File: src/rtl/alu_pkg.sv
// alu_pkg: shared ALU constants, divider state encoding and negation helper
package alu_pkg;
  localparam int WIDTH = 32;
  localparam logic [5:0] OP_DIV = 6'h1a;
  typedef enum logic [2:0] {
    IDLE = 3'd0,
    CALC = 3'd1,
    FIX  = 3'd2,
    DONE = 3'd3,
    DZ   = 3'd4
  } state_t;
  function automatic logic [WIDTH-1:0] neg(input logic [WIDTH-1:0] x);
    return ~x + WIDTH'(1);
  endfunction
  function automatic logic [WIDTH-1:0] abs_val(input logic [WIDTH-1:0] x);
    return x[WIDTH-1] ? neg(x) : x;
  endfunction
endpackage

File: src/rtl/alu_nr_divider_cla.sv
// CLA_32bit_adder: 32-bit carry-lookahead adder (A, B, Cin -> S, C_out; G_prime/P_prime group terms)
module CLA_32bit_adder (
  input  logic [31:0] A,
  input  logic [31:0] B,
  input  logic        Cin,
  output logic [31:0] S,
  output logic        C_out,
  output logic        G_prime,
  output logic        P_prime
);
  logic [31:0] g, p, c;
  logic [7:0] gg, gp;
  logic [8:0] gc;
  assign g = A & B;
  assign p = A ^ B;
  assign gc[0] = Cin;
  for (genvar i = 0; i < 8; i++) begin : blk
    localparam int B0 = 4 * i;
    assign c[B0]   = gc[i];
    assign c[B0+1] = g[B0] | (p[B0] & gc[i]);
    assign c[B0+2] = g[B0+1] | (p[B0+1] & g[B0]) | (p[B0+1] & p[B0] & gc[i]);
    assign c[B0+3] = g[B0+2] | (p[B0+2] & g[B0+1]) | (p[B0+2] & p[B0+1] & g[B0])
                   | (p[B0+2] & p[B0+1] & p[B0] & gc[i]);
    assign gg[i] = g[B0+3] | (p[B0+3] & g[B0+2]) | (p[B0+3] & p[B0+2] & g[B0+1])
                 | (p[B0+3] & p[B0+2] & p[B0+1] & g[B0]);
    assign gp[i] = &p[B0+3:B0];
    assign gc[i+1] = gg[i] | (gp[i] & gc[i]);
  end
  assign S = p ^ c;
  assign C_out = gc[8];
  assign P_prime = &gp;
  always_comb begin
    G_prime = 1'b0;
    for (int i = 0; i < 8; i++) G_prime = gg[i] | (gp[i] & G_prime);
  end
endmodule

File: src/rtl/alu_nr_divider.sv
// alu_nr_divider: sequential signed non-restoring divider (clk, clear, start, dividend, divisor -> busy, done, quotient, remainder, div_by_zero)
module alu_nr_divider
  import alu_pkg::*;
#(
  parameter int WIDTH = 32,
  parameter int ITERS = 32
) (
  input  logic             clk,
  input  logic             clear,
  input  logic             start,
  input  logic [WIDTH-1:0] dividend,
  input  logic [WIDTH-1:0] divisor,
  output logic             busy,
  output logic             done,
  output logic [WIDTH-1:0] quotient,
  output logic [WIDTH-1:0] remainder,
  output logic             div_by_zero
);
  localparam int CW = $clog2(ITERS);
  state_t state, state_nx;
  logic [WIDTH:0] a, new_a;
  logic [WIDTH-1:0] q, m, add_a, add_b, sum;
  logic [CW-1:0] count;
  logic sign_q, sign_r, calc, sub, c_out;
  logic [1:0] cla_unused;
  always_ff @(posedge clk)
    if (clear) state <= IDLE;
    else state <= state_nx;
  always_comb begin
    state_nx = state;
    case (state)
      IDLE:    state_nx = start ? (divisor == '0 ? DZ : CALC) : IDLE;
      CALC:    state_nx = count == CW'(ITERS - 1) ? FIX : CALC;
      FIX:     state_nx = DONE;
      DONE:    state_nx = IDLE;
      DZ:      state_nx = IDLE;
      default: state_nx = IDLE;
    endcase
  end
  // One shared adder: in CALC it adds/subtracts M to the shifted A; in FIX it restores A + M.
  assign calc  = state == CALC;
  assign sub   = calc & ~a[WIDTH];
  assign add_a = calc ? {a[WIDTH-2:0], q[WIDTH-1]} : a[WIDTH-1:0];
  assign add_b = sub ? ~m : m;
  // Sign bit of the 33-bit result: shifted A sign ^ extended B sign (1 when subtracting) ^ carry.
  assign new_a = {(calc ? a[WIDTH-1] : a[WIDTH]) ^ sub ^ c_out, sum};
  CLA_32bit_adder u_cla (
    .A      (add_a),
    .B      (add_b),
    .Cin    (sub),
    .S      (sum),
    .C_out  (c_out),
    .G_prime(cla_unused[0]),
    .P_prime(cla_unused[1])
  );
  always_ff @(posedge clk) begin
    if (clear) begin
      a           <= '0;
      q           <= '0;
      m           <= '0;
      count       <= '0;
      sign_q      <= 1'b0;
      sign_r      <= 1'b0;
      busy        <= 1'b0;
      done        <= 1'b0;
      quotient    <= '0;
      remainder   <= '0;
      div_by_zero <= 1'b0;
    end else begin
      done <= 1'b0;
      case (state)
        IDLE: if (start) begin
          // On a zero divisor Q carries the raw dividend through to the remainder.
          q           <= divisor == '0 ? dividend : abs_val(dividend);
          m           <= abs_val(divisor);
          sign_q      <= dividend[WIDTH-1] ^ divisor[WIDTH-1];
          sign_r      <= dividend[WIDTH-1];
          a           <= '0;
          count       <= '0;
          busy        <= 1'b1;
          div_by_zero <= 1'b0;
        end
        CALC: begin
          a     <= new_a;
          q     <= {q[WIDTH-2:0], ~new_a[WIDTH]};
          count <= count + CW'(1);
        end
        FIX: if (a[WIDTH]) a <= new_a;
        DONE: begin
          quotient  <= sign_q ? neg(q) : q;
          remainder <= sign_r ? neg(a[WIDTH-1:0]) : a[WIDTH-1:0];
          done      <= 1'b1;
          busy      <= 1'b0;
        end
        DZ: begin
          quotient    <= '1;
          remainder   <= q;
          div_by_zero <= 1'b1;
          done        <= 1'b1;
          busy        <= 1'b0;
        end
        default: ;
      endcase
    end
  end
endmodule

File: config.mk
export PLATFORM = sky130hd
export DESIGN_NAME = alu_nr_divider
export DESIGN_NICKNAME = d
export VERILOG_FILES = /design/src/rtl/alu_pkg.sv /design/src/rtl/alu_nr_divider_cla.sv /design/src/rtl/alu_nr_divider.sv
export SDC_FILE = /design/constraint.sdc
export NUM_CORES = 1
export LEC_CHECK = 0
export ABC_CLOCK_PERIOD_IN_PS = 9750
export BUFFER_PORTS_ARGS = -buffer_cell sky130_fd_sc_hd__buf_2
export CAP_MARGIN = 20
export CELL_PAD_IN_SITES_DETAIL_PLACEMENT = 1
export CELL_PAD_IN_SITES_GLOBAL_PLACEMENT = 1
export CORE_MARGIN = 3
export CORE_UTILIZATION = 43
export DETAILED_ROUTE_END_ITERATION = 16
export PLACE_DENSITY_LB_ADDON = 0.25
export SETUP_SLACK_MARGIN = 0.2
export SLEW_MARGIN = 20
export SYNTH_ARGS = -nofsm -noshare
export SYNTH_HDL_FRONTEND = slang
export SYNTH_SLANG_ARGS = --single-unit
File: constraint.sdc
create_clock -name clk -period 9.75 [get_ports clk]
set_input_delay 1.95 -clock clk [delete_from_list [all_inputs] [get_ports clk]]
set_output_delay 1.95 -clock clk [all_outputs]
set_load 0.02 [all_outputs]
Yosys cells after proc, flatten, opt, wreduce, memory -nomap -nowiden
Cells that the tools add are included.
Operators by class
  order comparisons: 0
  add/subtract/negate cells: 5
  shifts and indexed selects: 0
  bitwise logic cells: 214
  multipliers: 0
  reductions and logical operators: 22
  divide/modulo/power cells: 0
  multiplexer cells: 26
  equal/unequal tests: 7
Operator list (count)
  32-bit 2-to-1 mux: 8
  32-bit case mux with 2 select lines: 3
  32-bit inverter: 5
  32-bit by 1-bit adder with 32-bit output (second input constant): 4
  1-bit bitwise AND: 121
  33-bit case mux with 3 select lines: 1
  1-bit OR: 80
  33-bit 2-to-1 mux: 2
  32-bit bitwise XOR: 2
  32-bit bitwise AND: 1
  32-bit zero test: 1
  4-bit AND reduction: 8
  5-bit case mux with 2 select lines: 1
  2-bit AND reduction: 5
  3-bit case mux with 3 select lines: 1
  2-bit nonzero test: 4
  3-bit by 2-bit equality test with 1-bit output (second input constant): 2
  3-bit 2-to-1 mux: 2
  5-bit by 1-bit adder with 5-bit output (second input constant): 1
  5-bit equality test (second input constant): 1
  5-bit 2-to-1 mux: 1
  1-bit 2-to-1 mux: 4
  2-bit inequality test (second input constant): 2
  1-bit case mux with 2 select lines: 2
  other kinds (9): 12
Word-level totals
  input bits: 67
  ROM bits: 0
  flip-flop bits (word level): 174
  bits in writable memories: 0
  output and inout port bits: 67
  logic and storage cells: 287
  memories: 0
  latch bits: 0

Longest topological paths before layout
Gate-level depths: netlist (run 1).
  word-level depth: 26
  mapped depth: 18
  depth with buffers taken out: 15

Modules after synthesis
A second synthesis (run 1) with hierarchy kept.
Second synthesis, totals
  cells, all modules: 1518
  area, all modules: 12072.8 sq um
Modules (own cells, without submodules)
  alu_nr_divider: sequential area each 3483.3 sq um, times used 1, cells an instance 1307, area an instance 10421.2 sq um
  CLA_32bit_adder: sequential area each 0.0 sq um, times used 1, cells an instance 211, area an instance 1651.6 sq um

Worst setup path before layout (run 1)
Ideal clock, no wire load.
  kind: reg-to-reg
  from: register state[0]
  to: register a[25]
  cell stages (with the launch flop): 18
  data arrival time: 4513 ps
  required time: 9622 ps
  period minus slack after synthesis: 4641 ps
  buffers on the path: 3
  path slack: 5109 ps
  setup time: 128 ps
  cell sequence: dfxtp_1 -> buf_2 -> or3b_2 -> clkbuf_1 -> nor2_1 -> clkbuf_1 -> xor2_1 -> ha_1 -> a2111oi_0 -> o21ai_2 -> and4_1 -> o32ai_1 -> o21ai_0 -> a21o_1 -> fa_1 -> xor2_1 -> a22oi_1 -> nor2_1
On the way
  longest elaborated chain between the ends: 24
  elaborated cells on any way between the ends: 83
  those cells by class: eq/ne: 4; mux: 4; bitwise: 66; reduce/logical: 9
RTL lines
  start, declared: RTL line alu_nr_divider.sv:20  | state_t state, state_nx;
  start signal, assigned: RTL line alu_nr_divider.sv:28  | else state <= state_nx;
  3-bit by 1-bit equality test with 1-bit output: RTL line alu_nr_divider.sv:41, alu_nr_divider.sv:71
  1-bit bitwise AND: RTL line alu_nr_divider.sv:42  | assign sub = calc & ~a[WIDTH];
  32-bit 2-to-1 mux: RTL line alu_nr_divider.sv:44  | assign add_b = sub ? ~m : m;
  32-bit bitwise XOR / 32-bit bitwise AND (equally long branches): RTL line alu_nr_divider_cla.sv:15, alu_nr_divider_cla.sv:14
  1-bit bitwise AND, on equally long branches: RTL line alu_nr_divider_cla.sv:24, alu_nr_divider_cla.sv:25
  1-bit OR (tied with other cells): RTL line alu_nr_divider_cla.sv:24  | assign gg[i] = g[B0+3] | (p[B0+3] & g[B0+2]) | (p[B0+3] & p[B0+2] & g[B0+1])
  1-bit OR / 1-bit bitwise AND (equally long branches): RTL line alu_nr_divider_cla.sv:24, alu_nr_divider_cla.sv:25
  1-bit OR: RTL line alu_nr_divider_cla.sv:25  | | (p[B0+3] & p[B0+2] & p[B0+1] & g[B0]);
  [8 not listed]
  1-bit OR: RTL line alu_nr_divider_cla.sv:27  | assign gc[i+1] = gg[i] | (gp[i] & gc[i]);
  1-bit bitwise AND: RTL line alu_nr_divider_cla.sv:27
  1-bit OR: RTL line alu_nr_divider_cla.sv:27
  1-bit bitwise AND: RTL line alu_nr_divider_cla.sv:20  | assign c[B0+1] = g[B0] | (p[B0] & gc[i]);
  1-bit OR: RTL line alu_nr_divider_cla.sv:20
  32-bit bitwise XOR: RTL line alu_nr_divider_cla.sv:29  | assign S = p ^ c;
  33-bit 2-to-1 mux: RTL line alu_nr_divider.sv:88  | FIX: if (a[WIDTH]) a <= new_a;
  33-bit case mux with 3 select lines: RTL line alu_nr_divider.sv:71  | case (state)
  end signal, assigned: RTL line alu_nr_divider.sv:84  | a <= new_a;
  end signal, assigned: RTL line alu_nr_divider.sv:88
  end, declared: RTL line alu_nr_divider.sv:21  | logic [WIDTH:0] a, new_a;
Parallel ways exist; a longest one is shown, timed or not. The select of a mux whose other input is x is not followed.
A chain may end at the register's enable or synchronous reset.

Final worst setup path (run 1)
  from: register state[2]
  to: register a[25]
Same word-level chain as after synthesis.

==> metrics.md, run 1 <==
| Metric | Value |
|---|---|
| Synthesized area | 11300 sq um |
| Hold endpoint | count[4] |
| Drt first pass iters | 5 |
| Routed wire length | 37300 um |
| IO Port Bufs | 133 |
| Cells along the critical path | or3b_2 -> buf_4 -> mux2_2 -> ha_1 -> a2111oi_0 -> o21ai_2 -> and4_1 -> o32ai_1 -> o21ai_0 -> a21o_1 -> fa_1 -> xor2_1 -> a22oi_1 -> nor2_1 |
| Top cells by area, synth | dfxtp_1 31%, xor2_1 7.5%, nand2_1 7.2% |
| Post-CTS sizing | 0 |
| Starting DRT DRC Count | 826 |
| I/O pin count | 134 |
| Post-synth top area share | 31.0% |
| Slew Limit Fails | 0 |
| Root Driver | clkbuf_16 |
| Vias in the first global route | 10754 |
| Area of the multi-input gates | 7310 sq um |
| Vias/cell | 5.95 |
| Placer Congestion | 0.904 |
| Hold path start | count[4] |
| Status | completed |
| Unique cell type count in the Yosys netlist | 69 |
| DRT antenna net count | 0 |
| Count of hold-fix buffers inserted at cts | 0 |
| Clk_skew | 0.0151 ns |
| P_leak | 5.16 nW |
| First-pass GRT wire length | 59800 um |
| Post-synth EDFFs | 0 |
| Cell Pwr Density | 163 nW/um^2 |
| CP peak stage delay | 0.68 ns |
| Clock buffer depth | 2 |
| Seq/Total Area, Yosys | 31.0% |
| Worst path arrival time | 5.20 ns |
| Critical path capture point type | register |
| Placed cell areas | 12000 sq um |
| RSZ-0062 raised after global routing | false |
| Power, Total | 2.06 mW |
| Num CTS Buffers | 17 |
| Largest net degree at the start of global routing | 99 |
| Critical Path Start Type | register |
| Asr flop ratio synth | 0% |
| Core area | 25500 sq um |
| Min Hold Slack | 0.487 ns |
| Starting Density | 44.2% |
| Max_cap viols | 0 |
| Total number of H-tree levels | 4 |
| R2r startpoint | state[2] |
| Worst reg2reg path depth | 14 |
| Final setup vio count | 0 |
| Placed cell count | 1810 |
| Worst slew pin tran | 1.01 ns |
| Final hold viol count | 0 |
| CTS Sinks | 174 |
| Cells after synthesis | 1450 |
| DPL Wire Length | 27000 um |
| Die area | 28200 sq um |
| # nets final | 1612 |
| Hold Crit Depth | 2 |
| Worst path slowest cell | dfxtp_1 |
| GRT Total Usage | 26.0% |
| Gr ovfl total | 0 |
| Max FO, Critical Path | 47 |
| Yosys top cell by area | dfxtp_1 |
| FMAX | 0.204 GHz |
| Max VDD drop | 107 uV |
| Syn Area/Cell | 7.76 sq um |
| Synth Register Bits | 174 |
| # DRC | 0 |
| Hold WC Path Type | register to register |
| Post-CTS Setup Bufs | 0 |
| Fin crit share | 50.4% |
| Worst-path clk slew | 0.08 ns |
| Area delta synth->final | 12.4% |
| Delay-heaviest family, CP | compound AO/OA/AOI/OAI gates |
| CTS tree | yes |
| Vias post-DR | 10958 |
| Reg2Reg Capture Point | a[25] |
| Clk_lat worst skew | 0.44 ns |
| Antenna violations before repair | 0 |
| Critical path required time | 10.04 ns |
| Fraction of layout cells with a size suffix above 1 | 13.9% |
| Main flop type after synthesis | dfxtp_1 |
| Post-route cell area | 12700 sq um |
| Critical path origin | state[2] |
| Buf/Inv on CP | 1 |
| Slew Limit Headroom | 32.8% |
| # rows | 58 |
| Die height | 168 um |
| R2R Setup Slk | 4.84 ns |
| Yosys Warn Count | 0 |
| DR WL/cell | 20.2 um |
| Net count after synthesis | 1562 |
| Register Area | 3480 sq um |
| Post-Layout Cell Count | 1843 |
| Setup TNS | 0 ns |
| Die width | 168 um |
| Number of diodes | 0 |
| Crit path kind | register to register |
| Minimum clock period | 4.91 ns |
| Fillcell total | 3159 |
==> cells in the mapped netlist, drive strengths merged, types with 7 or more instances <==
library cell	n
inv	20
nand2	217
o21ai	53
a21oi	93
xnor2	72
o22ai	15
or3	17
nor4	16
o41ai	22
nand3	22
nor2	154
fa	7
xor2	96
dfxtp	174
buf	13
o31ai	32
ha	38
nor2b	10
or4	15
a311oi	10
or2	9
a211o	8
a211oi	62
nand4	8
nand2b	14
clkbuf	101
nor3	18
a22oi	51
==> power by group <==
group	total, mW	switching, mW	internal, mW
clock	0.695	0.349	0.346
combinational	0.530	0.325	0.205
sequential	0.831	0.0816	0.749
total	2.06	0.756	1.30
==> worst max path at each step <==
| stage | to | slack [ns] | cells past startpoint |
|---|---|---|---|
| after global placement | a[25] | 4.74 | 14 |
| after CTS | a[25] | 4.41 | 14 |
| after global routing | a[25] | 4.49 | 16 |
| final | a[25] | 4.84 | 14 |
| after floorplan | a[25] | 5.11 | 17 |
| after detailed placement | a[25] | 4.52 | 14 |
==> sequential cells by signal (all words and copies together), names as in the netlist <==
name,flops
busy,1
a,33
count,5
sign_r,1
quotient,32
div_by_zero,1
state,3
m,32
q,32
done,1
remainder,32
sign_q,1
==> through the flow <==
step                utilization [%]  worst slack, ns
floorplan                         -             5.11
global placement               47.2             4.74
detailed placement             47.2             4.52
CTS                            49.5             4.41
global route                   49.7             4.49
finish                         49.7             4.84
==> kinds of logic (layout without fill, tap and decap cells) <==
logic type / count (synthesis) / count (layout) / share of synthesized area (%)
simple gates: 527 / 527 / 21.5
buf+inv: 134 / 197 / 4.60
fa+ha+maj: 45 / 45 / 5.47
xor+xnor: 168 / 168 / 13.1
compound gates: 395 / 395 / 23.8
flops: 174 / 174 / 31.0
mux: 7 / 7 / 0.634
==> per-layer routing <==
| layer | wire, um | up-vias | global-route usage, % |
|---|---|---|---|
| li1 | - | 5279 | - |
| met1 | 18100 | 5351 | 38.3 |
| met2 | 16700 | 291 | 40.6 |
| met3 | 1820 | 37 | 3.03 |
| met4 | 653 | 0 | 6.37 |
| met5 | 0 | - | 0 |
==> area by class of cell <==
class / count / share of cell area, %
inverters: 20 / 0.593
clock buffers: 17 / 3.36
repair buffers: 145 / 6.15
clock inverters: 15 / 1.32
flip-flops and latches: 174 / 27.5
multi-input cells: 1142 / 57.8
well taps: 330 / 3.26
==> tightest hold or removal path, cell delays in order, from the launching register on <==
cell and delay, ns:
dfxtp_1 0.32, nand3_1 0.06, a21oi_1 0.06
==> placed cells by master, fill, tap and decap left out, types with 4 or more instances in the layout <==
master | Yosys | layout
nor2_1 | 154 | 149
nor2_4 | 0 | 4
nand3_1 | 22 | 22
clkbuf_16 | 0 | 17
a311oi_1 | 10 | 10
o22ai_1 | 15 | 15
and3_1 | 6 | 6
ha_1 | 38 | 38
a22oi_1 | 51 | 51
nand2b_1 | 14 | 14
inv_1 | 20 | 20
or2_2 | 9 | 9
or4_1 | 12 | 12
a211oi_1 | 62 | 62
nor2b_1 | 10 | 10
o41ai_1 | 21 | 21
a21oi_1 | 93 | 93
or3_1 | 17 | 17
nand2_1 | 217 | 216
buf_4 | 0 | 12
o21a_1 | 6 | 6
dfxtp_1 | 174 | 173
xor2_1 | 96 | 96
nand3b_1 | 4 | 4
mux2i_1 | 6 | 6
nor4_1 | 14 | 14
nor3_1 | 18 | 18
a31oi_1 | 5 | 5
fa_1 | 7 | 7
a21o_1 | 5 | 5
inv_8 | 0 | 4
xnor2_1 | 72 | 72
buf_2 | 4 | 132
o21ai_0 | 51 | 51
nand4b_1 | 4 | 4
o31ai_1 | 32 | 32
nand4_1 | 8 | 8
o211ai_1 | 6 | 6
a211o_1 | 8 | 8
No activity file was read; power rests on OpenSTA's default activity.
==> run 2: changes to the inputs <==
ABC_CLOCK_PERIOD_IN_PS = 5150   (was 9750)
clock period = 5.15 ns   (was 9.75 ns; I/O delays follow)
==> metrics.md, run 2 (synthesized netlist as in run 1, its figures left out) <==
| Metric | Value |
|---|---|
| Worst slew pin tran | 1.07 ns |
| Critical path origin | state[0] |
| Num CTS Buffers | 17 |
| Placer Congestion | 0.865 |
| CP peak stage delay | 0.55 ns |
| Clk_lat worst skew | 0.45 ns |
| Placed cell areas | 12100 sq um |
| Critical Path Start Type | register |
| Largest net degree at the start of global routing | 88 |
| Register Area | 3480 sq um |
| Final hold viol count | 0 |
| Setup TNS | 0 ns |
| RSZ-0062 raised after global routing | false |
| Delay-heaviest family, CP | compound AO/OA/AOI/OAI gates |
| Most common cell after layout, fill and taps aside | nand2_1 |
| # rows | 58 |
| Cell Pwr Density | 311 nW/um^2 |
| Most flop-heavy register | a |
| DR WL/cell | 20.3 um |
| Die height | 168 um |
| # DRC | 0 |
| Starting DRT DRC Count | 816 |
| Vias/cell | 5.99 |
| Antenna violations before repair | 0 |
| Number of diodes | 0 |
| Fraction of layout cells with a size suffix above 1 | 14.1% |
| Gr ovfl total | 0 |
| Slew Limit Headroom | 28.7% |
| Vias in the first global route | 10783 |
| Area of the multi-input gates | 7320 sq um |
| Area delta synth->final | 12.7% |
| Minimum clock period | 4.65 ns |
| DRT antenna net count | 0 |
| Fin crit share | 90.2% |
| DPL Wire Length | 27700 um |
| Final setup vio count | 0 |
| Cell mode on critical path | xor2_1 |
| Max_cap viols | 0 |
| Vias post-DR | 11047 |
| CTS tree | yes |
| Status | completed |
| Worst path arrival time | 4.94 ns |
| Hold path start | count[3] |
| Clock buffer depth | 2 |
| Max VDD drop | 213 uV |
| GRT Total Usage | 26.1% |
| Root Driver | clkbuf_16 |
| Clk_skew | 0.0125 ns |
| Post-Layout Cell Count | 1845 |
| I/O pin count | 134 |
| CTS Sinks | 174 |
| Slew Limit Fails | 0 |
| Count of hold-fix buffers inserted at cts | 0 |
| # nets final | 1614 |
| Commonest non-fill, non-tap cells in the layout | 216 x nand2_1, 173 x dfxtp_1, 149 x nor2_1 |
| Core area | 25500 sq um |
| Hold WC Path Type | register to register |
| Placed cell count | 1813 |
| Buf/Inv on CP | 1 |
| Die width | 168 um |
| Starting Density | 44.2% |
| Routed wire length | 37400 um |
| Critical path required time | 5.44 ns |
| Total number of H-tree levels | 4 |
| Worst-path clk slew | 0.07 ns |
| Die area | 28200 sq um |
| IO Port Bufs | 133 |
| Cells along the critical path | or3b_4 -> nor2_4 -> buf_4 -> xor2_1 -> ha_1 -> a2111oi_1 -> o21ai_2 -> and4_1 -> o32ai_1 -> o21ai_0 -> a21o_1 -> fa_1 -> xor2_1 -> a22oi_1 -> nor2_1 |
| First-pass GRT wire length | 59700 um |
| Post-route cell area | 12700 sq um |
| Max FO, Critical Path | 19 |
| Worst path slowest cell | or3b_4 |
| Drt first pass iters | 5 |
| P_leak | 5.17 nW |
| R2r startpoint | state[0] |
| FMAX | 0.215 GHz |
| Final core occ | 49.8% |
| Fillcell total | 3164 |
| Crit path kind | register to register |
| Max reg flops | 33 |
| Critical path capture point type | register |
## run 2: changes by cell type in the layout (fill, tap and decap cells not counted), sizes merged
cell / previous run / this run
inv: 28 / 27
bufinv: 0 / 1
buf: 145 / 147
## run 2: stage by stage
stage	power (mW)	hold slack (ns)	setup WS [ns]
2_1_floorplan	2.26	0.444	0.509
3_5_place_dp	2.58	0.466	0.450
4_1_cts	3.93	0.497	0.396
5_1_grt	4.13	0.533	0.283
3_3_place_gp	2.53	0.459	0.699
6_report	3.94	0.498	0.503
## run 2: timing repair
action,in CTS,in global routing
endpoints found under the hold margin,0,0
gates resized for setup,0,2
endpoints found under the setup margin,0,3
setup buffers,0,0
## run 2: per-layer routing
metal	vias to the layer above	routed length [um]	share of wire [%]	global-route usage, %
met3	45	2180	5.8	4.13
met2	319	16800	45	40.3
met5	-	0	0	0
met1	5380	17900	48	37.8
li1	5303	-	-	-
met4	0	552	1.5	7.15
## run 2: where the power goes
group	switching, mW	internal (mW)
Sequential	0.158	1.42
Combinational	0.610	0.388
Clock	0.664	0.702
## run 2: worst min-delay path, cell delays in order (launching register included)
cell and delay, ns:
dfxtp_1 0.33, nand3_1 0.07, a21oi_1 0.06
## run 2: final timing paths
check,slack [ns],cells after the start,end
worst max register to register,0.50,15,a[25]
worst min register to register,0.50,2,count[3]
worst min-delay path,0.50,2,count[3]
worst max-delay path,0.50,15,a[25]
## run 2: cell type report
type | count | share of cell area, %
Multi-Input combinational cell | 1142 | 57.7
Clock inverter | 15 | 1.51
Timing Repair Buffer | 147 | 6.10
Sequential cell | 174 | 27.5
Tap cell | 330 | 3.26
Clock buffer | 17 | 3.35
Inverter | 20 | 0.592
